**config.mk**
```make
export PLATFORM = sky130hd
export DESIGN_NAME = jk_bank_arb
export DESIGN_NICKNAME = d
export VERILOG_FILES = /design/src/rtl/jk_bank_arb.sv
export SDC_FILE = /design/constraint.sdc
export NUM_CORES = 1
export LEC_CHECK = 0
export ABC_CLOCK_PERIOD_IN_PS = 1500
export BUFFER_PORTS_ARGS = -buffer_cell sky130_fd_sc_hd__buf_4
export CAP_MARGIN = 20
export CORE_MARGIN = 2
export CORE_UTILIZATION = 45
export CTS_CLUSTER_SIZE = 40
export DETAILED_ROUTE_END_ITERATION = 10
export PLACE_DENSITY = 0.71
export SYNTH_ARGS = -nofsm -noshare
export SYNTH_HDL_FRONTEND = slang
export SYNTH_SLANG_ARGS = --single-unit
```
**constraint.sdc**
```tcl
create_clock -name clk -period 1.5 [get_ports clk]
set_input_delay 0.3 -clock clk [delete_from_list [all_inputs] [get_ports clk]]
set_output_delay 0.3 -clock clk [all_outputs]
set_load 0.01 [all_outputs]
```
**src/rtl/jk_bank_arb.sv**
```systemverilog
// Purpose : bank of WIDTH JK bits; a two-requester round-robin arbiter picks one
//           command, which is then applied to one addressed bit for cnt edges.
// Latency : gnt one cycle after accept; busy for N cycles; done the cycle after the
//           last application; back-to-back throughput is N+1 cycles per command.
// Backpr. : requests are looked at only while idle; a requester keeps req high
//           until it sees its gnt pulse and must drop it during that gnt cycle.
//
// Ports   : clk, clr (async, active-high)
//           req_a/b, addr_a/b, j_a/b, k_a/b, cnt_a/b (0 = 16)  command inputs
//           gnt_a/b   one-cycle accept pulses
//           busy      command in progress; done/done_id completion pulse and owner
//           q         bank state, registered only
// Option  : define JK_ARB_PRE_EN to add a synchronous 'pre' input that sets all of
//           q to 1 and aborts any active command (clr still takes precedence).
module jk_bank_arb #(
    parameter int WIDTH  = 8,
    parameter int ADDR_W = 3
) (
    input  logic              clk,
    input  logic              clr,
`ifdef JK_ARB_PRE_EN
    input  logic              pre,
`endif
    input  logic              req_a,
    input  logic [ADDR_W-1:0] addr_a,
    input  logic              j_a,
    input  logic              k_a,
    input  logic [3:0]        cnt_a,
    input  logic              req_b,
    input  logic [ADDR_W-1:0] addr_b,
    input  logic              j_b,
    input  logic              k_b,
    input  logic [3:0]        cnt_b,
    output logic              gnt_a,
    output logic              gnt_b,
    output logic              busy,
    output logic              done,
    output logic              done_id,
    output logic [WIDTH-1:0]  q
);

    typedef enum logic {IDLE, APPLY} state_t;

    state_t            state, state_nxt;
    logic              prio, prio_nxt;        // 0 = A has priority on collision
    logic              own, own_nxt;          // 0 = A owns the running command
    logic [ADDR_W-1:0] addr_r, addr_nxt;
    logic              j_r, j_nxt;
    logic              k_r, k_nxt;
    logic [4:0]        rem, rem_nxt;          // holds 1..16
    logic              gnt_a_nxt, gnt_b_nxt;
    logic              done_nxt, done_id_nxt;
    logic [WIDTH-1:0]  q_nxt;
    logic              pick_b;

    assign busy = (state == APPLY);

    always_comb begin
        state_nxt   = state;
        prio_nxt    = prio;
        own_nxt     = own;
        addr_nxt    = addr_r;
        j_nxt       = j_r;
        k_nxt       = k_r;
        rem_nxt     = rem;
        gnt_a_nxt   = 1'b0;
        gnt_b_nxt   = 1'b0;
        done_nxt    = 1'b0;
        done_id_nxt = 1'b0;
        q_nxt       = q;
        // B wins when it is the only requester, or on a collision when prio names B
        pick_b      = req_b & (~req_a | prio);

        case (state)
            IDLE: begin
                if (req_a | req_b) begin
                    own_nxt   = pick_b;
                    addr_nxt  = pick_b ? addr_b : addr_a;
                    j_nxt     = pick_b ? j_b : j_a;
                    k_nxt     = pick_b ? k_b : k_a;
                    rem_nxt   = (pick_b ? cnt_b : cnt_a) == 4'd0 ? 5'd16
                                : {1'b0, (pick_b ? cnt_b : cnt_a)};
                    gnt_a_nxt = ~pick_b;
                    gnt_b_nxt = pick_b;
                    prio_nxt  = ~pick_b;
                    state_nxt = APPLY;
                end
            end
            APPLY: begin
                // An out-of-range address matches no bit, so the command still
                // times out normally but leaves the bank untouched.
                for (int i = 0; i < WIDTH; i++) begin
                    if (addr_r == ADDR_W'(i)) begin
                        case ({j_r, k_r})
                            2'b01:   q_nxt[i] = 1'b0;
                            2'b10:   q_nxt[i] = 1'b1;
                            2'b11:   q_nxt[i] = ~q[i];
                            default: q_nxt[i] = q[i];
                        endcase
                    end
                end
                rem_nxt = rem - 5'd1;
                if (rem == 5'd1) begin
                    state_nxt   = IDLE;
                    done_nxt    = 1'b1;
                    done_id_nxt = own;
                end
            end
            default: state_nxt = IDLE;
        endcase

`ifdef JK_ARB_PRE_EN
        // Preset wins over everything except clr: no grant, no done, no arbitration.
        if (pre) begin
            q_nxt       = '1;
            state_nxt   = IDLE;
            rem_nxt     = 5'd0;
            prio_nxt    = prio;
            own_nxt     = own;
            addr_nxt    = addr_r;
            j_nxt       = j_r;
            k_nxt       = k_r;
            gnt_a_nxt   = 1'b0;
            gnt_b_nxt   = 1'b0;
            done_nxt    = 1'b0;
            done_id_nxt = 1'b0;
        end
`endif
    end

    always_ff @(posedge clk or posedge clr) begin
        if (clr) begin
            state   <= IDLE;
            prio    <= 1'b0;
            own     <= 1'b0;
            addr_r  <= '0;
            j_r     <= 1'b0;
            k_r     <= 1'b0;
            rem     <= 5'd0;
            gnt_a   <= 1'b0;
            gnt_b   <= 1'b0;
            done    <= 1'b0;
            done_id <= 1'b0;
            q       <= '0;
        end else begin
            state   <= state_nxt;
            prio    <= prio_nxt;
            own     <= own_nxt;
            addr_r  <= addr_nxt;
            j_r     <= j_nxt;
            k_r     <= k_nxt;
            rem     <= rem_nxt;
            gnt_a   <= gnt_a_nxt;
            gnt_b   <= gnt_b_nxt;
            done    <= done_nxt;
            done_id <= done_id_nxt;
            q       <= q_nxt;
        end
    end

endmodule

```
Yosys cells after proc, flatten, opt, wreduce, memory -nomap -nowiden
Cells that the tools add are included.

Add/subtract/negate cells: 1. Eq/ne operators: 12. Multiplexer cells: 26. Bitwise logic cells: 14. Reductions and logical operators: 12.

Operators by type and width (count): $pmux W1 S3 (8); $reduce_and A3 Y1 (8); $eq A3 B3 Y1 const B (4); $mux W1 (12); $not A1 Y1 (11); $mux W5 (2); $pmux W5 S2 (1); $eq A3 B2 Y1 const B (2); $eq A5 B1 Y1 const B (1); $sub A5 B1 Y5 const B (1); $eq A2 B2 Y1 const B (2); $logic_not A4 Y1 (1); $mux W4 (1); $eq A3 B1 Y1 const B (1); $logic_not A3 Y1 (1); $mux W3 (1); $reduce_bool A3 Y1 (1); $eq A2 B1 Y1 const B (1); $ne A2 B2 Y1 const B (1); $or A1 B1 Y1 (2); $pmux W1 S2 (1); $reduce_and A2 Y1 (1); $and A1 B1 Y1 (1).

Flip-flop bits (word level): 25. Input bits: 22. Output and inout bits: 13.

Logic depth before layout (Yosys ltp)
Depth after elaboration: 8. Gate-level depth with buffers: 6.

Worst setup path after synthesis
No wires, ideal clock.

Path kind: flip-flop to flip-flop. Start: register state, in the netlist busy. End: register q[0]. Setup time: 128 ps. Arrival: 1406 ps. Required time: 1372 ps. Path slack: -34 ps. Cell stages (with the launch flop): 6. Buffers on the path: 1. Clock period less this slack: 1534 ps. Cell sequence: dfrtp_1 -> inv_2 -> or3_1 -> buf_2 -> nor3_2 -> mux2_1.

Longest elaborated chain between the ends: 1.

Ends and longest elaborated chain: start, declared (line 44) `state_t state, state_nxt;`; start signal, assigned (line 146) `state <= state_nxt;`; $reduce_and A3 Y1 (no line); end signal, assigned (line 157) `q <= q_nxt;`; end, declared (line 39) `output logic [WIDTH-1:0] q`.

No other way between the ends. A chain may end at the register's enable or synchronous reset.

Worst setup path in the final report
Start: register addr_r[2]. End: register q[0].

Longest elaborated chain between the ends: 2.

Ends and longest elaborated chain: start, declared (line 47) `logic [ADDR_W-1:0] addr_r, addr_nxt;`; start signal, assigned (line 149) `addr_r <= addr_nxt;`; $logic_not A3 Y1 (line 93) `if (addr_r == ADDR_W'(i)) begin`; $reduce_and A3 Y1 (no line).

No other way between the ends.

==> metrics.txt <==
outcome finished, final reports clean; RR Endpoint q[0]; Routed WL 2.79 mm; share of layout cells above drive strength 1 a little under 30%; asr flop ratio synth between 90% and 100%; DRT iter0 DRCs 40; final setup vio count 0; max incr delay on CP about 420 ps; antenna-violating nets left 0; filler cell count in the final layout 245; worst skew pair latency 310 ps; CP Class reg2reg; Syn Nets between 150 and 200; Hold WC Path Type in2async; post-synth cell types 34; Port-buffer cells 34; slowest stage cell, crit path dfrtp_1; CP endpoint kind flop; Buf/Inv on CP 0; Worst EP required 1700 ps; Die Width 56.9 µm; CTS sink count 25; CTS Buffer Depth 2; I/O pins 35; root buf cell clkbuf_4; Final Hold Fails 0; top_reg_cell synth dfrtp_1; Overall Power 0.00271 W; critical path, cell by cell or3_1 -> nor3_2 -> mux2_1; Detailed Place HPWL 2.16 mm; Post-Place Setup Slack between 100 and 150 ps; Initial Util 46.4%; Die Y about 57 µm; Final #Nets between 150 and 200; RSZ-0062 raised after global routing false; Setup Skew 3.78 ps; Reg2Reg Setup Slack ~100 ps; Reg clk slew, reported paths approximately 130 ps; CTS Hold Buffers Added 0; Synth Instances approximately 130; flops & latches, synth 25; Area growth, synth to finish 28.6%; fin. max-slew vios 0; Tcrit/Tclk final 93.3%; Core ar. 2710 µm²; H-tree level count 1; routability congestion estimate around 0.83; FF-to-FF path depth 3; post-DR wirelength/cell ~14 µm; number of synthesized flops with an enable pin 0; vias per inst around 5.6; largest net degree at the start of global routing 26; via count about 1100; yosys warns 0; initial antenna violation count 0; fin cells 204; max_cap viols 0; Static Leakage 0.766 nW; vias in the first global route 1150; mapped cell area between 1000 and 1500 µm²; first-pass GRT wire length between 4 and 5 mm; Critical Path Start Type flop; DRC violations left 0; Synth Area per Inst 9.39 µm²; Sequential Area 627 µm²; GRT Total Usage between 10% and 20%; Critical Path Fanout Max 3; Final min period 1400 ps; peak supply drop approximately 1 mV; pwr dens 1680 nW/µm²; drt pass-1 iters 4; Cells after DPL 200; Multi-input gate area slightly below 600 µm²; final setup margin 101 ps; clock buffer count from CTS 3; reg-to-reg startpoint addr_r[2]; Die ar. approximately 3200 µm²; WP data arrival 1600 ps; Worst slew margin approximately 70%; CTS tree yes; delay-heaviest family, CP simple AND/OR/NAND/NOR gates; number of diodes 0; actual slew at the worst max-slew pin around 460 ps; Fmax achieved ~710 MHz; post-route setup TNS 0 ps; total gr overflow 0; post-synthesis sequential area ratio between 40% and 50%; Site Rows 19
## stage by stage
step           hold WS [ps]  util, %  cell area (µm²)
3_5_place_dp            379     58.5             1590
6_report               26.9     59.7             1620
3_3_place_gp            371     58.5             1590
5_1_grt                35.6     59.7             1620
2_1_floorplan           327        -             1260
4_1_cts                19.2     59.5             1610
## worst max path at each step
| stage | from | end | slack [ps] | cells after the start |
|---|---|---|---|---|
| finish | addr_r[2] | q[0] | 100 | 3 |
| global route | addr_r[2] | q[0] | 40 | 3 |
| CTS | busy | q[0] | 80 | 4 |
| detailed placement | busy | q[0] | 110 | 4 |
| global placement | req_a | prio | 150 | 5 |
| floorplan | busy | q[0] | 0.7 | 5 |
## layout by cell type (no fill, tap or decap), drive strengths merged, types with 2 or more instances in the layout
master / n
xnor2: 2
a21o: 2
buf: 43
a211oi: 2
inv: 5
a21oi: 2
mux2i: 3
nor2: 5
o31ai: 6
nand2: 22
o22ai: 2
nand3: 2
nor3: 3
ha: 2
clkbuf: 4
nand2b: 4
dfrtp: 25
o21ai: 15
a22oi: 4
o221ai: 2
and2: 3
nor4: 3
o211ai: 2
or4: 2
## cell usage after synthesis (all sizes together), types with 3 or more instances
master / count / area (µm²)
a22oi: 4 / 30.0
clkbuf: 5 / 18.8
nor2: 5 / 18.8
and2: 3 / 18.8
nor4: 3 / 18.8
nand2b: 4 / 25.0
dfrtp: 25 / 626
inv: 5 / 18.8
nand2: 22 / 82.6
o21ai: 15 / 75.1
nor3: 3 / 20.0
mux2i: 3 / 30.0
o31ai: 6 / 45.0
buf: 3 / 15.0
## cells by family after synthesis
| kind of cell | after synthesis | synth area share [%] |
|---|---|---|
| flops | 25 | 49.7 |
| compound gates | 40 | 20.6 |
| buf+inv | 13 | 4.17 |
| simple gates | 48 | 18.9 |
| fa+ha+maj | 2 | 1.99 |
| xor+xnor | 2 | 1.39 |
| mux | 4 | 3.28 |
## per-layer routing
metal | vias up | track usage (%) | part of all wire, %
li1 | 559 | - | -
met1 | 541 | 25.1 | 44
met2 | 31 | 32.7 | 51
met3 | 2 | 3.00 | 4.4
met4 | 0 | 6.98 | 0.43
met5 | - | 0 | 0
## registers in the layout (all words and copies together) (netlist names)
register  flops
gnt_b         1
j_r           1
addr_r        3
gnt_a         1
busy          1
own           1
k_r           1
done          1
prio          1
done_id       1
rem           5
q             8
## final cells by class
type	count	share of cell area, %
Tap cell	31	2.40
Timing Repair Buffer	43	19.9
Multi-Input combinational cell	96	36.2
Sequential cell	25	38.7
Clock buffer	4	1.62
Inverter	5	1.16
## tightest hold or removal path: stages
cell   delay [ps]
buf_4         100
inv_1          40
buf_4         300
## timing repair
| item | CTS | global route |
|---|---|---|
| endpoints found under the hold margin | 0 | 0 |
| endpoints found under the setup margin | 0 | 2 |
| resized for setup | 0 | 2 |
| setup buffers | 0 | 0 |
## where the power goes
part	total, W	internal (W)	switching (W)
clock	0.000288	0.000104	0.000185
combinational	0.00127	0.000622	0.000653
sequential	0.00115	0.000939	0.000213
total	0.00271	0.00167	0.00105
No activity file was read; power rests on OpenSTA's default activity.
